File: src/rtl/decode_stage_pkg.sv
// Shared definitions for the decode stage: instruction field layout,
// opcode classes, bubble encoding and the ID/EX register layout.
package decode_stage_pkg;

  localparam int DATA_W    = 16;
  localparam int IMM_W     = 8;
  localparam int ALU_W     = 3;
  localparam int REG_IDX_W = 3;

  // Instruction field bit positions
  localparam int OPC_HI = 15;
  localparam int OPC_LO = 11;
  localparam int CLS_HI = 15;
  localparam int CLS_LO = 14;
  localparam int RD_HI  = 10;
  localparam int RD_LO  = 8;
  localparam int RS2_HI = 7;
  localparam int RS2_LO = 5;
  localparam int IMM_HI = 7;
  localparam int IMM_LO = 0;
  // Opcode bit that carries no meaning in any class
  localparam int IGN_BIT = 13;

  // Instruction word that decodes as a pipeline bubble
  localparam logic [DATA_W-1:0] BUBBLE_WORD = 16'h0000;

  typedef enum logic [1:0] {
    CLS_NOP   = 2'b00,
    CLS_RTYPE = 2'b01,
    CLS_ITYPE = 2'b10,
    CLS_RSVD  = 2'b11
  } op_class_e;

  typedef struct packed {
    logic [DATA_W-1:0]    rc1;
    logic [DATA_W-1:0]    rc2;
    logic [IMM_W-1:0]     imm;
    logic [ALU_W-1:0]     alu_ctrl;
    logic                 alu_src;
    logic                 reg_write;
    logic [REG_IDX_W-1:0] dest;
    logic                 illegal;
  } id_ex_t;

  localparam id_ex_t ID_EX_BUBBLE = '0;

  // ALU operation is the low opcode bits with the ignored bit forced low
  function automatic logic [ALU_W-1:0] alu_op(input logic [DATA_W-1:0] instr);
    logic [ALU_W-1:0] op;
    op = instr[OPC_LO+ALU_W-1:OPC_LO];
    op[IGN_BIT-OPC_LO] = 1'b0;
    return op;
  endfunction

endpackage

File: src/rtl/decode_stage_reg_file.sv
// General register file: NUM_REGS x 16-bit, two combinational read ports,
// one synchronous write port with write-first bypass onto both reads.
module reg_file
  import decode_stage_pkg::*;
#(
  parameter int NUM_REGS = 8
) (
  input  logic                 clk,
  input  logic                 rst,
  input  logic                 wb_en,
  input  logic [2:0]           wb_addr,
  input  logic [15:0]          wb_data,
  input  logic [2:0]           rs1_addr,
  input  logic [2:0]           rs2_addr,
  output logic [15:0]          rs1_data,
  output logic [15:0]          rs2_data
);

  logic [DATA_W-1:0] regs_q [NUM_REGS];
  logic [DATA_W-1:0] regs_d [NUM_REGS];

  // Next register contents: the addressed entry takes wb_data when enabled
  always_comb begin
    for (int i = 0; i < NUM_REGS; i++) begin
      regs_d[i] = (wb_en && (wb_addr == REG_IDX_W'(i))) ? wb_data : regs_q[i];
    end
  end

  // Register storage; reset wins over any write on the same edge
  always_ff @(posedge clk or posedge rst) begin
    if (rst) begin
      for (int i = 0; i < NUM_REGS; i++) begin
        regs_q[i] <= 16'h0000;
      end
    end else begin
      for (int i = 0; i < NUM_REGS; i++) begin
        regs_q[i] <= regs_d[i];
      end
    end
  end

  // Read ports: a same-cycle write to the read index is forwarded first
  always_comb begin
    rs1_data = 16'h0000;
    rs2_data = 16'h0000;
    for (int i = 0; i < NUM_REGS; i++) begin
      rs1_data = (rs1_addr == REG_IDX_W'(i)) ? regs_q[i] : rs1_data;
      rs2_data = (rs2_addr == REG_IDX_W'(i)) ? regs_q[i] : rs2_data;
    end
    if (wb_en && (wb_addr == rs1_addr)) begin
      rs1_data = wb_data;
    end else begin
      rs1_data = rs1_data;
    end
    if (wb_en && (wb_addr == rs2_addr)) begin
      rs2_data = wb_data;
    end else begin
      rs2_data = rs2_data;
    end
  end

endmodule

File: src/rtl/decode_stage.sv
// Instruction decode stage: field extraction, control decode, register-file
// reads and the ID/EX pipeline register with stall/flush handling.
module decode_stage
  import decode_stage_pkg::*;
#(
  parameter int          NUM_REGS = 8,
  parameter logic [15:0] NOP_WORD = BUBBLE_WORD
) (
  input  logic        clk,
  input  logic        rst,
  input  logic [15:0] instruction,
  input  logic        stall,
  input  logic        flush,
  input  logic        wb_en,
  input  logic [2:0]  wb_addr,
  input  logic [15:0] wb_data,
  output logic [15:0] register_content1,
  output logic [15:0] register_content2,
  output logic [7:0]  immediate_value,
  output logic [2:0]  alu_control_signal,
  output logic        alu_src_signal,
  output logic        reg_write,
  output logic [2:0]  dest_reg,
  output logic        illegal
);

  logic [REG_IDX_W-1:0] rs1_idx_s;
  logic [REG_IDX_W-1:0] rs2_idx_s;
  logic [DATA_W-1:0]    rs1_data_s;
  logic [DATA_W-1:0]    rs2_data_s;
  op_class_e            op_class_s;
  id_ex_t               dec_s;
  id_ex_t               id_ex_d;
  id_ex_t               id_ex_q;

  assign rs1_idx_s  = instruction[RD_HI:RD_LO];
  assign rs2_idx_s  = instruction[RS2_HI:RS2_LO];
  assign op_class_s = op_class_e'(instruction[CLS_HI:CLS_LO]);

  reg_file #(
    .NUM_REGS(NUM_REGS)
  ) u_reg_file (
    .clk      (clk),
    .rst      (rst),
    .wb_en    (wb_en),
    .wb_addr  (wb_addr),
    .wb_data  (wb_data),
    .rs1_addr (rs1_idx_s),
    .rs2_addr (rs2_idx_s),
    .rs1_data (rs1_data_s),
    .rs2_data (rs2_data_s)
  );

  // Decode the presented instruction into the ID/EX payload
  always_comb begin
    dec_s = ID_EX_BUBBLE;
    if (instruction == NOP_WORD) begin
      dec_s = ID_EX_BUBBLE;
    end else begin
      case (op_class_s)
        CLS_RTYPE: begin
          dec_s.rc1       = rs1_data_s;
          dec_s.rc2       = rs2_data_s;
          dec_s.imm       = instruction[IMM_HI:IMM_LO];
          dec_s.alu_ctrl  = alu_op(instruction);
          dec_s.alu_src   = 1'b0;
          dec_s.reg_write = 1'b1;
          dec_s.dest      = instruction[RD_HI:RD_LO];
          dec_s.illegal   = 1'b0;
        end
        CLS_ITYPE: begin
          dec_s.rc1       = rs1_data_s;
          dec_s.rc2       = rs2_data_s;
          dec_s.imm       = instruction[IMM_HI:IMM_LO];
          dec_s.alu_ctrl  = alu_op(instruction);
          dec_s.alu_src   = 1'b1;
          dec_s.reg_write = 1'b1;
          dec_s.dest      = instruction[RD_HI:RD_LO];
          dec_s.illegal   = 1'b0;
        end
        CLS_RSVD: begin
          // Reserved class behaves as a bubble but flags itself
          dec_s         = ID_EX_BUBBLE;
          dec_s.illegal = 1'b1;
        end
        CLS_NOP: begin
          dec_s = ID_EX_BUBBLE;
        end
        default: begin
          dec_s = ID_EX_BUBBLE;
        end
      endcase
    end
  end

  // ID/EX next state: flush beats stall, stall holds, otherwise capture
  always_comb begin
    id_ex_d = id_ex_q;
    if (flush) begin
      id_ex_d = ID_EX_BUBBLE;
    end else if (stall) begin
      id_ex_d = id_ex_q;
    end else begin
      id_ex_d = dec_s;
    end
  end

  // ID/EX pipeline register with asynchronous clear
  always_ff @(posedge clk or posedge rst) begin
    if (rst) begin
      id_ex_q <= ID_EX_BUBBLE;
    end else begin
      id_ex_q <= id_ex_d;
    end
  end

  assign register_content1  = id_ex_q.rc1;
  assign register_content2  = id_ex_q.rc2;
  assign immediate_value    = id_ex_q.imm;
  assign alu_control_signal = id_ex_q.alu_ctrl;
  assign alu_src_signal     = id_ex_q.alu_src;
  assign reg_write          = id_ex_q.reg_write;
  assign dest_reg           = id_ex_q.dest;
  assign illegal            = id_ex_q.illegal;

endmodule

File: config.mk
export PLATFORM = sky130hd
export DESIGN_NAME = decode_stage
export DESIGN_NICKNAME = d
export VERILOG_FILES = /design/src/rtl/decode_stage_pkg.sv /design/src/rtl/decode_stage_reg_file.sv /design/src/rtl/decode_stage.sv
export SDC_FILE = /design/constraint.sdc
export NUM_CORES = 1
export LEC_CHECK = 0
export CELL_PAD_IN_SITES_DETAIL_PLACEMENT = 1
export CELL_PAD_IN_SITES_GLOBAL_PLACEMENT = 1
export CORE_MARGIN = 1.5
export CORE_UTILIZATION = 47
export DETAILED_ROUTE_END_ITERATION = 7
export PLACE_DENSITY = 0.89
export SLEW_MARGIN = 0
export SYNTH_ARGS = -nofsm -noshare
export SYNTH_HDL_FRONTEND = slang
export SYNTH_SLANG_ARGS = --single-unit
export TNS_END_PERCENT = 1
File: constraint.sdc
create_clock -name clk -period 8.2 [get_ports clk]
set_input_delay 1.64 -clock clk [delete_from_list [all_inputs] [get_ports clk]]
set_output_delay 1.64 -clock clk [all_outputs]
set_load 0.1 [all_outputs]
Word level (Yosys, flattened, before mapping) --
Index checks and enable logic that the tools add are counted.
Word-level totals: flip-flop bits (word level) 177, input bits 40, output and inout bits 49, word-level logic and storage cells 80
Operators by class: eq/ne operators 27, muxes and demuxes 22, reduce and logical (&&, ||, !) cells 15
Operators by type and width (number):
- $mux W16 | 18
- $pmux W49 S4 | 1
- $mux W49 | 3
- $eq A3 B3 Y1 const B | 12
- $eq A3 B2 Y1 const B | 6
- $logic_not A16 Y1 | 1
- $logic_and A1 B1 Y1 | 10
- $eq A3 B1 Y1 const B | 3
- $logic_not A3 Y1 | 3
- $eq A3 B3 Y1 | 2
- $eq A2 B2 Y1 const B | 2
- $eq A2 B1 Y1 const B | 1
- $logic_not A2 Y1 | 1
- $ne A2 B1 Y1 const B | 1

Longest topological paths before layout --
Gate-level depths: netlist of the first run.
word-level depth 14, depth in mapped cells 8, gate-level depth less buffers 7

Cells and area by module --
From an unflattened synthesis of the first run, not the netlist that was laid out.
Unflattened totals: cell total of the unflattened synthesis 736, area, all modules 9432.8 um2
By module, submodules not included:
- reg_file | instances 1, cells each 607, area each 7484.7 um2, seq. area each 3203.1 um2
- decode_stage | instances 1, cells each 129, area each 1948.1 um2, seq. area each 1201.2 um2

Least setup slack after synthesis of the first run --
OpenSTA, ideal clock, no wires.
kind in2reg, start in wb_addr[2], end reg u_reg_file.regs_q[80] (netlist bit), library setup time 0.125 ns, arrival time 2.839 ns, required time 8.075 ns, slack 5.236 ns, cell stages on the path 5, buffers on the path 2, path through buf_2 -> nand2b_4 -> nor3b_4 -> buf_4 -> mux2_2
Between the ends: longest elaborated chain between the ends 2
RTL lines:
- start, declared | line decode_stage.sv:15 | input logic [2:0] wb_addr,
- $eq A3 B2 Y1 | line decode_stage_reg_file.sv:25 | regs_d[i] = (wb_en && (wb_addr == REG_IDX_W'(i))) ? wb_data : regs_q[i];
- $logic_and A1 B1 Y1 | line decode_stage_reg_file.sv:25
- end signal, assigned by index | line decode_stage_reg_file.sv:37 | regs_q[i] <= regs_d[i];
- end, declared | line decode_stage_reg_file.sv:19 | logic [DATA_W-1:0] regs_q [NUM_REGS];
Every way passes these cells. A chain may end at the register's enable or synchronous reset.

Final worst setup path of the first run --
start in instruction[9], end reg id_ex_q, in the netlist register_content1[12]
Between the ends: longest elaborated chain between the ends 14, elaborated cells between the ends (all ways) 24, those cells by class 8 x eq/ne; 13 x mux; 3 x reduce/logical
RTL lines:
- start, declared | line decode_stage.sv:11 | input logic [15:0] instruction,
- $logic_not A3 Y1 | line decode_stage_reg_file.sv:47 | rs1_data = (rs1_addr == REG_IDX_W'(i)) ? regs_q[i] : rs1_data;
- $mux W16 (8 in series) | line decode_stage_reg_file.sv:47
- $mux W16 | line decode_stage_reg_file.sv:50 | if (wb_en && (wb_addr == rs1_addr)) begin
- $pmux W49 S4 | line decode_stage.sv:60 | case (op_class_s)
- $mux W49 (*) | line decode_stage.sv:57 | if (instruction == NOP_WORD) begin
- $mux W49 (*) | line decode_stage.sv:101 | end else if (stall) begin
- $mux W49 (*) | line decode_stage.sv:99 | if (flush) begin
- end signal, assigned | line decode_stage.sv:113 | id_ex_q <= id_ex_d;
- end, declared | line decode_stage.sv:34 | id_ex_t id_ex_q;
Every way passes the cells marked *; elsewhere a longest branch is shown, timed or not. The select of a mux whose other input is x is not followed.

==> results of run 1 <==
## final timing paths
path / startpoint / slack, ns / endpoint
setup / recovery: instruction[9] / 3.75 / register_content1[12]$_DFFE_PP0P_
setup reg to reg: u_reg_file.regs_q[88]$_DFFE_PP0P_ / 6.47 / register_content2[8]$_DFFE_PP0P_
hold / removal: register_content2[5]$_DFFE_PP0P_ / 0.50 / register_content2[5]$_DFFE_PP0P_
hold reg to reg: register_content2[5]$_DFFE_PP0P_ / 0.50 / register_content2[5]$_DFFE_PP0P_
min in group asynchronous: rst / 1.78 / register_content2[4]$_DFFE_PP0P_
max in group asynchronous: rst / 4.95 / u_reg_file.regs_q[43]$_DFFE_PP0P_
## Yosys cell counts (3+ instances only)
library cell and n:
dfrtp_1 176, mux2_2 132, o21ai_0 50, mux2i_1 46
nand2_1 46, a21oi_1 31, buf_2 26, nor2_1 24
a22o_1 23, a221oi_1 21, clkbuf_1 19, inv_1 17
buf_4 16, o21ai_1 16, a22oi_1 11, o221ai_1 10
nand2b_1 9, nand3_1 9, a221o_1 8, buf_6 7
mux2_1 6, mux4_2 6, nor2b_1 6, o21a_1 6
xnor2_1 6, a21o_1 5, a2bb2oi_1 5, buf_1 5
ha_1 4, nand4_1 4, o2bb2ai_1 4, a211oi_1 3
a22oi_2 3, a32oi_1 3, mux2_4 3, nand4b_1 3
nor3_4 3, o211ai_1 3
## metrics by stage
step | power, mW | std cells | utilization [%] | cell area [um^2] | hold slack (ns)
CTS | 2.64 | 1135 | 55.8 | 10900 | 0.504
global placement | 1.72 | 1103 | 52.6 | 10300 | 0.466
global route | 2.74 | 1135 | 55.8 | 10900 | 0.521
floorplan | 1.57 | 810 | - | 9380 | 0.475
detailed placement | 1.76 | 1103 | 52.6 | 10300 | 0.485
finish | 2.66 | 1135 | 55.8 | 10900 | 0.496
## layout make-up
cell class | instances | area, um^2 | area share (%)
Clock buffer | 18 | 439 | 4.03
Inverter | 19 | 76.3 | 0.701
Timing Repair Buffer | 103 | 976 | 8.96
Sequential cell | 176 | 4400 | 40.4
Clock inverter | 14 | 183 | 1.68
Multi-Input combinational cell | 540 | 4490 | 41.2
Tap cell | 265 | 332 | 3.04
## cells in the final DEF (no fill, tap or decap), types with 16 or more instances in the layout
cell type          n
buf_4             16
clkbuf_16         17
o21ai_1           16
inv_1             16
a21oi_1           31
dfrtp_1          176
a22o_1            23
mux2_2           132
nor2_1            24
nand2_1           46
mux2i_1           46
o21ai_0           50
a221oi_1          21
clkdlybuf4s50_1   84
## routing by layer
layer | GRT usage (%) | routed length (um)
met3 | 8.05 | 2820
met4 | 18.7 | 1730
met5 | 0 | 0
met1 | 40.4 | 12600
met2 | 50.7 | 15100
## cell families after synthesis
logic type	Yosys count	share of synthesized area [%]
muxes	193	23.4
other	1	0.0400
adders and majority gates	4	0.533
AOI/OAI and AO/OA	217	16.4
and+or+nand+nor	119	6.83
DFF	176	46.9
xor gates and xnor gates	6	0.560
buffers and inverters	94	5.33
## power groups by stage
stage / clock network, mW / logic, mW / registers, mW
floorplan: 0 / 0.372 / 1.20
global route: 0.911 / 0.655 / 1.18
finish: 0.876 / 0.619 / 1.17
CTS: 0.877 / 0.613 / 1.16
detailed placement: 0 / 0.593 / 1.16
global placement: 0 / 0.568 / 1.15
## worst max-delay path, cell delays in order
cell and delay (ns):
clkdlybuf4s50_1 0.94, nand2_1 0.43, nor2_1 1.14, a22oi_1 0.25, a21oi_1 0.24, a22o_1 0.17
==> summary.txt, run 1 <==
Global routing
  • Gr ovfl total: 0
  • GRT Resource Usage Total: 32.2%
  • Initial antenna violation count: 0
  • Largest net degree at the start of global routing: 109
  • Global-route wire length before repair: 49.5 mm
  • Number of global-route vias before repair: 8260

Timing
  • Slew at the pin closest to its max-slew limit: 1.36 ns
  • Unrepaired setup endpoints after global routing: no
  • Number of endpoints with negative hold slack in the final report: 0
  • Final Slew Violations: 0
  • Clock Skews: 0.0139 ns
  • Worst slew slack as a fraction of its limit: 8.75%
  • Max Fclk: 0.225 GHz
  • Final setup violating endpoints: 0
  • Worst path setup slack after routing: 3.75 ns
  • Final Cycle Share: 54.3%
  • Fin Setup TNS: 0 ns
  • Clock period minus final worst setup slack: 4.45 ns

Floorplanning
  • FP Rows: 51
  • Effective utilization at floorplan: 48.1%
  • Area of the die: 20800 um^2
  • Die extent in x: 144 um
  • Placeable core region: 19500 um^2
  • Boundary Pins: 89
  • Vertical extent of the die: 144 um

Hold path
  • Cell count of the worst hold path: 2
  • Hold crit path type: register to register

Place
  • HPWL after DPL: 19.4 mm
  • Post-Place Setup Slack: 3.61 ns
  • Final GP Congestion: 0.858
  • Number of input and output port buffers inserted: 87

Critical path
  • Data arrival time of the critical path: 4.82 ns
  • Data required time at the worst endpoint: 8.57 ns
  • R2R depth: 5
  • Class of the most critical setup path: input pin to register
  • Kind of launch point of the worst setup path: input pin
  • Top fanout value on the critical path: 13
  • Kind of end point of the critical path: register

Drt
  • Antenna viol nets, final: 0
  • Iteration count of the initial detailed-routing pass: 5
  • DRC violation count after routing: 0
  • Routed vias: 7686
  • Mean number of vias per cell: 6.77
  • Number of DRC markers in iteration 0: 780
  • Total routed wirelength: 32.2 mm
  • Routed length per instance: 28.4 um

Power
  • Fraction of power consumed by combinational cells: 23.3%
  • Peak supply drop: 0.000102 V
  • Pleak: 4.58 nW
  • Switching part of the total: 33.1%
  • Pint: 1.78 mW
  • Sw power: 0.879 mW
  • Power share of the sequential group: 43.8%
  • Portion of total power attributed to the clock network: 32.9%
  • Power Dens Cells: 244 nW/um^2

Run
  • Reported max-cap violation count: 0

Final layout
  • Layout cell share with drive strength beyond 1: 24.4%
  • NumNets Final: 901
  • P&R area growth vs syn: 16.1%
  • Filler cell count: 2006
  • Register bank with the most flops: u_reg_file.regs_q
  • Number of antenna diodes: 0
  • Flip-flop count of the largest register after layout: 128

Synthesis
  • Area share of the leading cell type in the synthesized netlist: 46.9%
  • Synth top area cells: dfrtp_1 47%, mux2_2 16%, mux2i_1 4.9%
  • Number of flops mapped to enable cells by yosys: 0
  • Avg Synthesized Cell Area: 11.6 um^2
  • Area of the mapped netlist: 9380 um^2
  • Post-synth top flop: dfrtp_1
  • Number of synthesized register bits: 176
  • Library cell with the largest summed area after synthesis: dfrtp_1
  • Gate Count Post-Synth: 810
  • Share of synthesized area occupied by flip-flops and latches: 46.9%
  • Proportion of synthesized flip-flops having asynchronous set or reset: 100%
  • Yosys cell types: 60
  • Total number of yosys warnings: 0
  • Number of nets produced by synthesis: 854

Clock tree
  • Number of buffers created by CTS: 17
  • # hold bufs at CTS: 0
  • CTS root buf: clkbuf_16
  • Clock buffer depth: 2
  • Clock slew at reported path FFs: 0.07 ns
  • Clock Latency Late Sink: 0.45 ns
  • CTS H-tree lvls: 4
  • Gates resized, CTS repair: 0
  • Post-CTS setup-driven buffer insertion count: 0
  • CTS tree: done
  • Total number of clock tree sinks: 176

Outcome
  • Run status: finished clean
No activity file was read; power rests on OpenSTA's default activity.
==> run 2, diff against run 1 <==
- clock period: 8.2 -> 4.3 ns (I/O delays scaled with it)
==> run 2 against run 1 <==
  * Power is 93% higher
  * Cell count grew 1.3%
  * Global-route usage rose by 0.44 points
  * Count of clock-buffer cells in the layout is 3 higher
  * Non-clock buffer count is 15 higher
  * Sequential share of layout area is 0.51 points lower
  * Largest power group unchanged
  * Highest routed layer unchanged
==> summary.txt, run 2 (synthesis gave the netlist of run 1 again) <==
Timing
  • Max Fclk: 0.337 GHz
  • Clock Skews: 0.00729 ns (-0.00666 ns)
  • Number of endpoints with negative hold slack in the final report: 0 (unchanged)
  • Slew at the pin closest to its max-slew limit: 1.06 ns (-0.307 ns)
  • Final setup violating endpoints: 0 (unchanged)
  • Final Cycle Share: 69.0%
  • Clock period minus final worst setup slack: 2.97 ns
  • Unrepaired setup endpoints after global routing: no
  • Final Slew Violations: 0 (unchanged)
  • Fin Setup TNS: 0 ns (unchanged)
  • Worst slew slack as a fraction of its limit: 29.3% (+21 points)

Drt
  • Routed vias: 7852 (+2.2%)
  • Iteration count of the initial detailed-routing pass: 7 (+2)
  • Total routed wirelength: 32.7 mm (+1.6%)
  • Mean number of vias per cell: 6.83 (+0.83%)
  • Routed length per instance: 28.5 um (+0.27%)
  • DRC violation count after routing: 0 (unchanged)
  • Number of DRC markers in iteration 0: 784 (+0.51%)
  • Antenna viol nets, final: 0 (unchanged)

Floorplanning
  • Die extent in x: 144 um (unchanged)
  • Vertical extent of the die: 144 um (unchanged)
  • FP Rows: 51 (unchanged)
  • Placeable core region: 19500 um^2 (unchanged)
  • Area of the die: 20800 um^2 (unchanged)
  • Boundary Pins: 89 (unchanged)
  • Effective utilization at floorplan: 48.1% (unchanged)

Place
  • Placed instance area: 10400 um^2 (+1.2%)
  • HPWL after DPL: 20.7 mm (+6.8%)
  • Number of input and output port buffers inserted: 87 (unchanged)
  • Final GP Congestion: 0.858 (about the same)

Run
  • Reported max-cap violation count: 0 (unchanged)

Hold path
  • Hold_sp: register_content2[5]$_DFFE_PP0P_
  • Cell count of the worst hold path: 2 (unchanged)
  • Worst Hold End: register_content2[5]$_DFFE_PP0P_
  • Hold crit path type: register to register

Final layout
  • Register bank with the most flops: u_reg_file.regs_q
  • Filler cell count: 2036 (+1.5%)
  • P&R area growth vs syn: 17.6%
  • Layout cell share with drive strength beyond 1: 25.3% (+0.94 points)
  • Area of all placed cells without fillers: 11000 um^2 (+1.3%)
  • Commonest non-fill, non-tap cell in the layout: dfrtp_1
  • Flip-flop count of the largest register after layout: 128 (unchanged)
  • NumNets Final: 916 (+1.7%)
  • Most used cells in the layout excluding fill and tap cells: 176 x dfrtp_1, 132 x mux2_2, 84 x clkdlybuf4s50_1
  • Number of antenna diodes: 0 (unchanged)

Critical path
  • Launch point of the worst reg-to-reg path: u_reg_file.regs_q[81]$_DFFE_PP0P_
  • Data arrival time of the critical path: 3.31 ns (-1.51 ns)
  • R2R depth: 5 (unchanged)
  • Data required time at the worst endpoint: 4.64 ns (-3.93 ns)
  • Kind of launch point of the worst setup path: input pin
  • Class of the most critical setup path: input pin to register
  • End of the worst register-to-register path: register_content1[1]$_DFFE_PP0P_
  • Critical path cell sequence: clkdlybuf4s50_1 -> nor2_1 -> nand3_1 -> o21a_1 -> buf_4 -> o21ai_0 -> o21ai_1
  • Top fanout value on the critical path: 35 (+22)
  • CP max stage delay: 0.90 ns (-0.24 ns)
  • Kind of end point of the critical path: register
  • Slowest cell on the critical path: clkdlybuf4s50_1
  • Worst R2R Setup Slack: 2.46 ns (-4.01 ns)

Global routing
  • GRT Resource Usage Total: 32.7% (+0.44 points)
  • Initial antenna violation count: 0 (unchanged)
  • Largest net degree at the start of global routing: 177 (+62%)
  • Global-route wire length before repair: 50.0 mm (+0.92%)
  • Number of global-route vias before repair: 8249 (-0.13%)
  • Gr ovfl total: 0 (unchanged)

Clock tree
  • # hold bufs at CTS: 0 (unchanged)
  • Clock Latency Late Sink: 0.44 ns (about the same)
  • Clock buffer depth: 2 (unchanged)
  • CTS H-tree lvls: 4 (unchanged)
  • Clock slew at reported path FFs: 0.07 ns (about the same)
  • CTS tree: done
  • Number of buffers created by CTS: 17 (unchanged)
  • CTS root buf: clkbuf_16
  • Post-CTS setup-driven buffer insertion count: 0 (unchanged)
  • Total number of clock tree sinks: 176 (unchanged)
  • Gates resized, CTS repair: 0 (unchanged)

Power
  • Peak supply drop: 0.000185 V (+82%)
  • Power Dens Cells: 466 nW/um^2 (+91%)
  • Pleak: 4.67 nW (+1.9%)

Outcome
  • Run status: finished clean
## run 2: changes by cell type in the layout (fill, tap and decap cells not counted), sizes merged
cell | previous run | this run
buf | 19 | 34
inv | 22 | 18
clkbuf | 18 | 21
bufinv | 3 | 5
clkinv | 6 | 5
## run 2: metrics by stage
step / cells / util [%] / power, mW / setup WS (ns) / hold WS, ns
finish: 1150 / 56.5 / 5.15 / 1.33 / 0.489
global route: 1150 / 56.5 / 5.30 / 1.23 / 0.525
CTS: 1150 / 56.5 / 5.12 / 1.37 / 0.498
detailed placement: 1118 / 53.2 / 3.37 / 0.993 / 0.474
global placement: 1118 / 53.2 / 3.29 / 1.14 / 0.463
floorplan: 810 / - / 3.00 / 1.19 / 0.475
## run 2: how the worst max path moves through the flow
stage                                        endpoint  depth (start not counted)            start
floorplan           alu_control_signal[0]$_DFFE_PP0P_                          1              rst
global placement    u_reg_file.regs_q[88]$_DFFE_PP0P_                          4       wb_addr[1]
detailed placement  register_content2[14]$_DFFE_PP0P_                          9  instruction[15]
CTS                 register_content2[11]$_DFFE_PP0P_                          7   instruction[5]
global route         register_content2[8]$_DFFE_PP0P_                          6   instruction[6]
finish              register_content2[11]$_DFFE_PP0P_                          7   instruction[5]
## run 2: routing by layer
metal  GRT usage, %  wire (um)
met1           40.6      12600
met2           52.7      15500
met3           7.22       2720
met4           18.6       1900
met5              0          0
## run 2: power breakdown
part / total [mW] / internal (mW) / switching [mW]
clock network: 1.71 / 1.04 / 0.671
logic: 1.21 / 0.519 / 0.691
registers: 2.22 / 1.95 / 0.275
total: 5.15 / 3.51 / 1.64
## run 2: cell type report
cell class	count	area, um^2	area share [%]
Timing Repair Buffer	118	1100	9.98
Tap cell	265	332	3.00
Multi-Input combinational cell	540	4490	40.7
Inverter	19	75.1	0.680
Sequential cell	176	4400	39.9
Clock buffer	21	450	4.08
Clock inverter	11	186	1.69
## run 2: critical path: cells and delay by family
family          cells  cell delay, ns
simple gates        2            0.35
compound gates      3            0.76
buf+inv             2            1.33
==> run 3, diff against run 2 <==
- clock period: 4.3 -> 2.8 ns (I/O delays scaled with it)
==> run 3 against run 2 <==
  * Largest cell class unchanged
  * First-iteration DRC count grew 34%
  * Sequential share of layout area fell by 0.58 points
  * Design area up 1.5%
  * Utilization grew 0.83 points
  * Via count rose by 8.1%
  * Non-clock buffer count increased by 23
  * Highest routed layer unchanged
  * Combinational power up 64%
  * Clock power grew 49%
  * Cell count increased by 2.1%
==> summary.txt, run 3 (synthesis gave the netlist of run 1 again) <==
Outcome
  • Run status: finished clean

Final layout
  • Commonest non-fill, non-tap cell in the layout: dfrtp_1
  • Filler cell count: 1996 (-2.0%)
  • NumNets Final: 939 (+2.5%)
  • Count of non-filler cells in the finished layout: 1174 (+2.1%)
  • P&R area growth vs syn: 19.3%
  • Layout cell share with drive strength beyond 1: 32.7% (+7.4 points)
  • Register bank with the most flops: u_reg_file.regs_q
  • Most used cells in the layout excluding fill and tap cells: 176 x dfrtp_1, 132 x mux2_2, 90 x buf_4
  • Flip-flop count of the largest register after layout: 128 (unchanged)

Drt
  • Number of DRC markers in iteration 0: 1048 (+34%)
  • Iteration count of the initial detailed-routing pass: 7 (unchanged)
  • Antenna viol nets, final: 0 (unchanged)
  • Routed length per instance: 34.0 um (+19%)
  • Total routed wirelength: 39.9 mm (+22%)
  • DRC violation count after routing: 0 (unchanged)
  • Mean number of vias per cell: 7.23 (+5.9%)
  • Routed vias: 8485 (+8.1%)

Place
  • Number of input and output port buffers inserted: 87 (unchanged)
  • Post-Place Setup Slack: 0.0496 ns (-0.944 ns)
  • Final GP Congestion: 0.873 (+1.8%)
  • HPWL after DPL: 21.7 mm (+4.9%)
  • Number of placed cells counting well taps: 1141 (+2.1%)

Power
  • Power Dens Cells: 714 nW/um^2 (+53%)
  • Power share of the sequential group: 43.3% (about the same)
  • Pint: 5.24 mW (+49%)
  • Fraction of power consumed by combinational cells: 24.9% (+1.4 points)
  • Power after layout: 7.99 mW (+55%)
  • Peak supply drop: 0.000360 V (+94%)
  • Switching part of the total: 34.4% (+2.6 points)
  • Portion of total power attributed to the clock network: 31.8% (-1.5 points)
  • Pleak: 4.90 nW (+4.9%)
  • Sw power: 2.75 mW (+68%)

Critical path
  • Kind of end point of the critical path: register
  • Critical path cell sequence: clkdlybuf4s50_1 -> xnor2_1 -> and4_1 -> a21oi_1 -> o21ai_1 -> a22o_1
  • Slowest cell on the critical path: a21oi_1
  • Data arrival time of the critical path: 3.05 ns (-0.26 ns)
  • Kind of launch point of the worst setup path: input pin
  • CP top delay family: compound AO/OA/AOI/OAI gates
  • Top fanout value on the critical path: 9 (-74%)
  • Class of the most critical setup path: input pin to register
  • CP max stage delay: 0.70 ns (-0.20 ns)
  • Data required time at the worst endpoint: 3.14 ns (-1.50 ns)
  • Crit path buf inv count: 1 (-1)

Timing
  • Clock Skews: 0.0128 ns (+0.00549 ns)
  • Worst Hold Slack: 0.424 ns (-0.0654 ns)
  • Final setup violating endpoints: 0 (unchanged)
  • Final Slew Violations: 0 (unchanged)
  • Max Fclk: 0.369 GHz
  • Number of endpoints with negative hold slack in the final report: 0 (unchanged)
  • Final Cycle Share: 96.7%
  • Slew at the pin closest to its max-slew limit: 0.888 ns (-0.169 ns)
  • Clock period minus final worst setup slack: 2.71 ns
  • Unrepaired setup endpoints after global routing: no
  • Worst slew slack as a fraction of its limit: 40.8% (+11 points)
  • Fin Setup TNS: 0 ns (unchanged)
  • Worst path setup slack after routing: 0.0913 ns (-1.24 ns)

Clock tree
  • Clock slew at reported path FFs: 0.07 ns (about the same)
  • CTS root buf: clkbuf_16
  • Gates resized, CTS repair: 0 (unchanged)
  • Clock buffer depth: 2 (unchanged)
  • Clock Latency Late Sink: 0.45 ns (about the same)
  • # hold bufs at CTS: 0 (unchanged)
  • Post-CTS setup-driven buffer insertion count: 0 (unchanged)
  • CTS tree: done
  • Total number of clock tree sinks: 176 (unchanged)
  • Number of buffers created by CTS: 17 (unchanged)
  • CTS H-tree lvls: 4 (unchanged)

Floorplanning
  • Placeable core region: 19500 um^2 (unchanged)
  • Effective utilization at floorplan: 48.1% (unchanged)
  • Area of the die: 20800 um^2 (unchanged)
  • FP Rows: 51 (unchanged)
  • Die extent in x: 144 um (unchanged)
  • Boundary Pins: 89 (unchanged)
  • Vertical extent of the die: 144 um (unchanged)

Global routing
  • Largest net degree at the start of global routing: 63 (-64%)
  • Grt met1 use: 45.6% (+4.9 points)
  • Met3 track utilization from global routing: 13.0% (+5.8 points)
  • Global-route wire length before repair: 59.3 mm (+19%)
  • GRT Resource Usage Total: 39.5% (+6.8 points)
  • Number of global-route vias before repair: 9222 (+12%)
  • Most used routing layer: met2
  • Met2 routing resource usage after global routing: 60.4% (+7.7 points)
  • Initial antenna violation count: 0 (unchanged)
  • Gr ovfl total: 0 (unchanged)

Hold path
  • Hold crit path type: input pin to async pin

Run
  • Reported max-cap violation count: 0 (unchanged)
[run 3: path summary, 6_finish.rpt]
kind                            cells after the start  slack (ns)                              start                                end
worst max-delay path                                6        0.09                         wb_addr[2]  register_content1[14]$_DFFE_PP0P_
worst max register to register                      5        1.03  u_reg_file.regs_q[88]$_DFFE_PP0P_   register_content2[8]$_DFFE_PP0P_
max in group asynchronous                           3        1.72                                rst  u_reg_file.regs_q[97]$_DFFE_PP0P_
worst min register to register                      1        0.52     immediate_value[2]$_DFFE_PP0P_     immediate_value[2]$_DFFE_PP0P_
min in group clk                                    1        0.52     immediate_value[2]$_DFFE_PP0P_     immediate_value[2]$_DFFE_PP0P_
worst min-delay path                                2        0.42                                rst   register_content2[7]$_DFFE_PP0P_
[run 3: per-stage QoR]
step                      utilization [%]  cell area (um^2)
after floorplan                         -              9390
after CTS                            57.3             11200
after detailed placement             54.2             10600
final                                57.3             11200
after global placement               54.2             10600
after global routing                 57.3             11200
[run 3: final cells by class]
type / instances / area, um^2 / share of cell area (%)
tap: 265 / 332 / 2.96
clock inverter: 13 / 163 / 1.45
multi-input combinational: 540 / 4490 / 40.1
antenna: 1 / 2.50 / 0.0224
inverter: 19 / 75.1 / 0.671
sequential: 176 / 4400 / 39.3
clock buffer: 19 / 443 / 3.96
timing repair buffer: 141 / 1290 / 11.5
[run 3: power groups by stage]
stage          logic [mW]  clock network [mW]  registers (mW)
5_1_grt              2.06                2.62            3.48
2_1_floorplan        1.09                   0            3.51
3_5_place_dp         1.81                   0            3.40
6_report             1.99                2.54            3.46
4_1_cts              1.93                2.55            3.41
3_3_place_gp         1.71                   0            3.36
[run 3: per-layer routing]
layer | part of all wire, % | vias up | wire [um]
li1 | - | 3182 | -
met1 | 35 | 4232 | 13800
met2 | 45 | 787 | 18000
met3 | 12 | 284 | 4760
met4 | 8.3 | 0 | 3300
met5 | 0 | - | 0
[run 3: worst register-to-register path: cells and delay by family, from the launching register on]
kind	cells	cell delay, ns
flops	1	0.42
compound gates	4	1.01
mux	1	0.20
